<file path="config.mk">
export PLATFORM = sky130hd
export DESIGN_NAME = instruction_fetch
export DESIGN_NICKNAME = d
export VERILOG_FILES = /design/src/rtl/instruction_fetch.sv
export SDC_FILE = /design/constraint.sdc
export NUM_CORES = 1
export LEC_CHECK = 0
export BUFFER_PORTS_ARGS = -buffer_cell sky130_fd_sc_hd__buf_2
export CORE_UTILIZATION = 51
export CTS_BUF_LIST = sky130_fd_sc_hd__clkbuf_8
export DETAILED_ROUTE_END_ITERATION = 10
export PLACE_DENSITY_LB_ADDON = 0.25
export SETUP_SLACK_MARGIN = 0.5
export SYNTH_ARGS = -nofsm -noshare
export SYNTH_HDL_FRONTEND = slang
export SYNTH_SLANG_ARGS = --single-unit
</file>
<file path="constraint.sdc">
create_clock -name clk -period 6 [get_ports clk]
set_input_delay 0.6 -clock clk [delete_from_list [all_inputs] [get_ports clk]]
set_output_delay 0.6 -clock clk [all_outputs]
set_load 0.01 [all_outputs]
</file>
<file path="src/rtl/instruction_fetch.sv">
// rtl/instruction_fetch.sv - PC owner and fetch stage with 2-entry response buffer
// Issues sync-read imem requests, buffers {instr, pc}, hands them to the decoder over valid/ready.
module instruction_fetch #(
  parameter logic [31:0] RESET_PC  = 32'h0000_0000,
  parameter logic [31:0] NOP_INSTR = 32'h0000_0013
) (
  input  logic        clk,
  input  logic        rst,
  output logic        imem_en,
  output logic [31:0] imem_addr,
  input  logic [31:0] imem_rdata,
  input  logic        redirect_valid,
  input  logic [31:0] redirect_pc,
  output logic        inst_valid,
  input  logic        inst_ready,
  output logic [31:0] instruction,
  output logic [31:0] inst_pc
);

  logic [31:0] fetch_pc;
  logic        pending;
  logic [31:0] pending_pc;
  logic [1:0]  count;
  logic [31:0] head_instr;
  logic [31:0] head_pc;
  logic [31:0] tail_instr;
  logic [31:0] tail_pc;

  logic        pop;
  logic        push;
  logic        issue;
  logic [2:0]  occupancy;
  logic        unused_pc_bits;

  assign unused_pc_bits = ^redirect_pc[1:0];

  assign inst_valid = (count != 2'd0);
  assign pop        = inst_valid & inst_ready;
  assign push       = pending & ~redirect_valid;

  // Slots already claimed after this edge; a new request is only allowed if its
  // response is guaranteed a free entry, so the buffer can never overflow.
  assign occupancy = {1'b0, count} + {2'b00, pending} - {2'b00, pop};
  assign issue     = ~rst & ~redirect_valid & (occupancy < 3'd2);

  assign imem_en     = issue;
  assign imem_addr   = fetch_pc;
  assign instruction = head_instr;
  assign inst_pc     = head_pc;

  // Head registers are forced to NOP/0 whenever the buffer is empty so the
  // decoder-facing outputs come straight from flops.
  always_ff @(posedge clk or posedge rst) begin
    if (rst) begin
      fetch_pc   <= RESET_PC;
      pending    <= 1'b0;
      pending_pc <= 32'd0;
      count      <= 2'd0;
      head_instr <= NOP_INSTR;
      head_pc    <= 32'd0;
      tail_instr <= NOP_INSTR;
      tail_pc    <= 32'd0;
    end else if (redirect_valid) begin
      fetch_pc   <= {redirect_pc[31:2], 2'b00};
      pending    <= 1'b0;
      count      <= 2'd0;
      head_instr <= NOP_INSTR;
      head_pc    <= 32'd0;
    end else begin
      pending <= issue;
      if (issue) begin
        pending_pc <= fetch_pc;
        fetch_pc   <= fetch_pc + 32'd4;
      end

      case (count)
        2'd0: begin
          if (push) begin
            head_instr <= imem_rdata;
            head_pc    <= pending_pc;
            count      <= 2'd1;
          end
        end
        2'd1: begin
          if (push && pop) begin
            head_instr <= imem_rdata;
            head_pc    <= pending_pc;
          end else if (push) begin
            tail_instr <= imem_rdata;
            tail_pc    <= pending_pc;
            count      <= 2'd2;
          end else if (pop) begin
            head_instr <= NOP_INSTR;
            head_pc    <= 32'd0;
            count      <= 2'd0;
          end
        end
        default: begin
          if (pop) begin
            head_instr <= tail_instr;
            head_pc    <= tail_pc;
            if (push) begin
              tail_instr <= imem_rdata;
              tail_pc    <= pending_pc;
              count      <= 2'd2;
            end else begin
              count      <= 2'd1;
            end
          end
        end
      endcase
    end
  end

endmodule

</file>
Word level (Yosys, flattened, before mapping)
Cells that the tools add are included.
{ "word_totals": {"out_inout_bits": 98, "romBits": 0, "ff_bits": 195, "n_memories": 0, "word_cells": 69, "in_bits": 68, "latchBits": 0, "ram_bits": 0} }
{ "classes": {"n_mul": 0, "n_eq_ne": 7, "n_reduce_logical": 10, "shifts": 0, "n_div": 0, "order_cmp": 1, "muxes": 33, "add_sub_neg": 3, "bitwise": 7} }
{ "op_table": {"columns": ["cell", "n"], "rows": [
  ["32-bit 2-to-1 mux", 20],
  ["32-bit case mux with 2 select lines", 4],
  ["32-bit by 3-bit adder with 32-bit output, second input constant", 1],
  ["2-bit 2-to-1 mux", 7],
  ["4-bit inequality test, second input constant", 3],
  ["4-bit AND reduction", 3],
  ["3-bit inequality test, second input constant", 2],
  ["2-bit nonzero test", 3],
  ["1-bit AND", 4],
  ["2-bit case mux with 2 select lines", 1],
  ["4-bit nonzero test", 1],
  ["2-bit by 1-bit adder with 3-bit output", 1],
  ["3-bit by 2-bit < comparator with 1-bit output, second input constant", 1],
  ["1-bit NOT", 3],
  ["3-bit by 1-bit subtractor with 3-bit output", 1],
  ["2-bit by 1-bit == test with 1-bit output, second input constant", 1],
  ["2-bit zero test", 1],
  ["2-bit inequality test, second input constant", 1],
  ["2-bit AND reduction", 1],
  ["1-bit logical AND", 1],
  ["1-bit 2-to-1 mux", 1]
]} }

Longest topological paths before layout
{ "depth": {"depth_word": 7, "ltp_mapped": 13, "ltp_nobuf": 11} }

Least setup slack after synthesis
OpenSTA, ideal clock, no wires.
{ "synth_path": {"path_kind": "reg-to-output", "startpoint": "reg count[1]", "endpoint": "out imem_en", "path_buffers": 4, "t_required_ns": 5.400, "path_slack_ns": 2.356, "path_stages_with_launch": 13, "arrival_time_ns": 3.044, "cell_sequence": "dfrtp_1 -> buf_6 -> or2_2 -> and2_1 -> ha_1 -> nand2b_1 -> fa_1 -> xor2_1 -> or4b_4 -> buf_6 -> clkbuf_1 -> clkbuf_1 -> inv_1"} }
{ "synth_between": {"elab_chain_cells": 5, "elab_cells_between_ends": 6, "classes_between": "add/sub (2); order compare (1); bitwise (2); reduce/logical (1)"} }
{ "synth_rtl": {"columns": ["element", "line_no", "rtl"], "rows": [
  ["start: declaration", "23", "logic [1:0] count;"],
  ["start signal: assignment", "58", "count <= 2'd0;"],
  ["start signal: assignment", "66", "count <= 2'd0;"],
  ["start signal: assignment", "81", "count <= 2'd1;"],
  ["2-bit nonzero test", "37", "assign inst_valid = (count != 2'd0);"],
  ["named net inst_valid", "14", "output logic inst_valid,"],
  ["1-bit AND", "38", "assign pop = inst_valid & inst_ready;"],
  ["3-bit by 1-bit subtractor with 3-bit output", "43", "assign occupancy = {1'b0, count} + {2'b00, pending} - {2'b00, pop};"],
  ["3-bit by 2-bit < comparator with 1-bit output", "44", "assign issue = ~rst & ~redirect_valid & (occupancy < 3'd2);"],
  ["1-bit AND", "44", null],
  ["end: declaration", "9", "output logic imem_en,"]
]} }
The timed path passes the listed nets, and every way through them passes these cells.

Final worst setup path
{ "layout_path": {"startpoint": "reg count[0]", "endpoint": "reg fetch_pc[4] (netlist: imem_addr[4])"} }
{ "layout_between": {"elab_chain_cells": 6, "elab_cells_between_ends": 7, "classes_between": "add/sub (2); order compare (1); bitwise (2); reduce/logical (2)"} }
{ "layout_rtl": {"columns": ["element", "line_no", "rtl"], "rows": [
  ["branches (longest 2 deep; another with 2-bit by 1-bit adder with 3-bit output)", null, null],
  ["3-bit by 1-bit subtractor with 3-bit output (*)", "43", null],
  ["3-bit by 2-bit < comparator with 1-bit output (*)", "44", null],
  ["1-bit AND (*)", "44", null],
  ["2-bit nonzero test (no source line) (*)", null, null],
  ["end signal: assignment", "64", "fetch_pc <= {redirect_pc[31:2], 2'b00};"],
  ["end signal: assignment", "73", "fetch_pc <= fetch_pc + 32'd4;"],
  ["end: declaration", "20", "logic [31:0] fetch_pc;"]
]} }
Mark *: on every way between the ends.
A chain may end at the register's enable or synchronous reset.

==> impl_results.md <==
* Clock sinks at 188
* Hold buffers post-CTS at 0
* Required time of the critical path at 6360 ps
* Syn avg cell area at 10.52 µm²
* Final setup violation count at 0
* Post-route cell area at 9484 µm²
* Residual DRC at 0
* Pre-CTS setup slack at 1543 ps
* Routed wl met2 at 8245 µm
* H-tree depth at 4
* Die area at 16470 µm²
* Nets at 980
* HP Class: primary input to flop
* Synth async-reset ratio at 100.0%
* Top sig layer: met4
* Vias in the first global route at 6037
* Die height at 128.4 µm
* Clock Latency Late Sink at 470 ps
* Synthesis-to-layout area growth at 16.49%
* Critical Path Source: count[0]
* Post-Route WL at 18580 µm
* GRT Overall Usage at 23.72%
* Share of cells above drive strength 1 at 30.59%
* CTS Root Cell: clkbuf_8
* Clock Path Buffers at 2
* Worst Skew at 12.39 ps
* R2R depth at 11
* DR WL/cell at 16.39 µm
* VDD IR-drop max at 0.1521 mV
* Post-synthesis cell type count at 46
* Unrepaired setup endpoints after global routing: false
* Core ar. at 15370 µm²
* Post-synthesis sequential area ratio at 57.88%
* Status: finished clean
* Dpl cell area at 9082 µm²
* DR vias at 6397
* Slew margin rel. at 24.89%
* Cell Rows at 45
* Critical path arrival at 4810 ps
* Max-slew violations at 0
* Initial antenna violation count at 0
* Leakage at 4.653 nW
* Post-Syn Area at 8142 µm²
* CP max FO at 56
* Yosys warnings at 0
* CP Capture Type: flop
* Post_cts resized at 0
* R2R Path Start: count[0]
* Initial Util at 52.97%
* Post-synth top flop: dfrtp_1
* Startpoint type of the worst setup path: flop
* Register bit total from synthesis at 188
* Detail Route Antenna Nets at 0
* Commonest non-fill, non-tap cells in the layout: nand2_1 (188), dfrtp_1 (181), buf_2 (161), o21ai_0 (75), mux2_2 (62)
* CTS tree: yes
* Setup ws final at 1554 ps
* Final Critical Period at 4446 ps
* GPL Wtd Cong at 0.8699
* Hold Fails Final Rpt at 0
* Max Cap Viol at 0
* CP endpoint: imem_addr[4]
* Final period utilization at 74.11%
* Port Buffers at 161
* Setup slack, reg-to-reg at 1550 ps
* N_diodes at 0
* Syn Inst Count at 774
* Final Power at 3.078 mW
* Initial DRC Count at 565
* Worst-Margin Slew at 1127 ps
* F_max at 224.9 MHz
* First-pass GRT wire length at 30730 µm
* DP Cell Count at 1101
* Pre-Repair DR Iteration Count at 6
* Pwr/cell area at 324.5 nW/µm²
* Setup_tns at 0 ps
* WS Path Type: flop to flop
* EDFF count, synth at 0
* Via-to-Cell Ratio at 5.646
* DP Wirelength at 11720 µm
* Die width at 128.4 µm
* Met1 WL at 8912 µm
* GRT overflow at 0
* Reg clk slew, reported paths at 100 ps
* TritonCTS buffer count at 17
* Setup bufs post-CTS at 0
* Filler cells at 1309
* WL met3 at 1212 µm
* R2r endpoint: imem_addr[4]
* Most common cell after layout, fill and taps aside: nand2_1
* Num ports at 166
* Largest net degree at the start of global routing at 189
* Non-filler cells, final at 1133
==> cell families (layout without fill, tap and decap cells) <==
kind of cell             after synthesis  count (layout)  synth area share, %
flip-flops                           188             188                57.88
other                                  1               2              0.04606
multiplexers                          66              66                9.067
buffers and inverters                 64             211                3.335
AND/OR/NAND/NOR                      262             262                13.66
adder cells (fa/ha/maj)                3               3               0.5532
XOR/XNOR                               2               2               0.2152
AO/OA/AOI/OAI                        188             188                15.25
==> critical path, cell delays in order, from the launching register on <==
cell      delay (ps)
dfrtp_1          460
or2_2            340
and2_1           200
ha_1             270
nand2b_1         150
fa_1             380
xor2_1           150
or4b_4           810
inv_1            580
nor2_1           420
o21bai_1         270
a221o_1          300
==> synth_stat cells, types with 2 or more instances <==
| cell type | number | area share, % |
|---|---|---|
| a31oi_1 | 3 | 0.23 |
| a22oi_1 | 61 | 5.6 |
| nand4_1 | 12 | 0.92 |
| nor2_1 | 18 | 0.83 |
| a221o_1 | 2 | 0.25 |
| a21oi_1 | 9 | 0.55 |
| o211ai_1 | 14 | 1.3 |
| and2_1 | 4 | 0.31 |
| nand2_1 | 189 | 8.7 |
| buf_6 | 2 | 0.28 |
| clkbuf_2 | 2 | 0.12 |
| and3_1 | 4 | 0.31 |
| inv_1 | 8 | 0.37 |
| o311ai_0 | 14 | 1.5 |
| dfstp_2 | 6 | 1.9 |
| xor2_1 | 2 | 0.22 |
| nand3_1 | 19 | 1.2 |
| buf_4 | 3 | 0.28 |
| mux2_2 | 62 | 8.6 |
| or4_1 | 3 | 0.28 |
| nand2b_1 | 2 | 0.15 |
| clkbuf_1 | 42 | 1.9 |
| o21ai_0 | 75 | 4.6 |
| a31o_2 | 2 | 0.22 |
| buf_2 | 2 | 0.12 |
| mux2i_1 | 4 | 0.49 |
| ha_1 | 2 | 0.31 |
| a41oi_1 | 2 | 0.22 |
| nor3_1 | 4 | 0.25 |
| dfrtp_1 | 182 | 56 |
| buf_1 | 4 | 0.18 |
| or3_1 | 2 | 0.15 |
==> worst min path at each step <==
stage	from	to	cells after the start
final	redirect_pc[30]	imem_addr[30]	3
after global routing	redirect_pc[30]	imem_addr[30]	3
after CTS	redirect_pc[8]	imem_addr[8]	3
after detailed placement	instruction[20]	instruction[20]	2
after global placement	instruction[13]	instruction[13]	2
after floorplan	pending_pc[10]	pending_pc[10]	2
==> state kept, by name, summed over array words and instances (netlist names) <==
| register | count |
|---|---|
| inst_pc | 31 |
| instruction | 32 |
| tail_instr | 32 |
| tail_pc | 30 |
| count | 2 |
| imem_addr | 30 |
| pending | 1 |
| pending_pc | 30 |
==> per-stage QoR <==
step / util (%) / hold WS (ps)
4_1_cts: 61.70 / 322.2
2_1_floorplan: - / 463.2
5_1_grt: 61.70 / 335.4
3_3_place_gp: 59.09 / 455.8
6_report: 61.70 / 343.6
3_5_place_dp: 59.09 / 464.8
==> per-layer routing <==
metal  global-route usage (%)  vias up
li1                         -     3013
met1                    35.65     3124
met2                    34.94      241
met3                    4.449       19
met4                    7.405        0
met5                        0        -
==> area by class of cell <==
class | count | area (µm²) | area share (%)
flip-flops and latches | 188 | 4713 | 49.70
multi-input cells | 523 | 3182 | 33.55
repair buffers | 170 | 885.9 | 9.340
well taps | 211 | 264.0 | 2.784
clock buffers | 18 | 247.7 | 2.612
clock inverters | 14 | 153.9 | 1.623
inverters | 9 | 37.54 | 0.3958
==> where the power goes <==
group / leakage, nW / total (mW) / switching [mW] / internal, mW
clock: 0.207 / 0.855 / 0.438 / 0.417
combinational: 2.01 / 0.552 / 0.302 / 0.251
sequential: 2.43 / 1.67 / 0.166 / 1.50
total: 4.65 / 3.08 / 0.906 / 2.17
(Power assumes the default switching activity.)
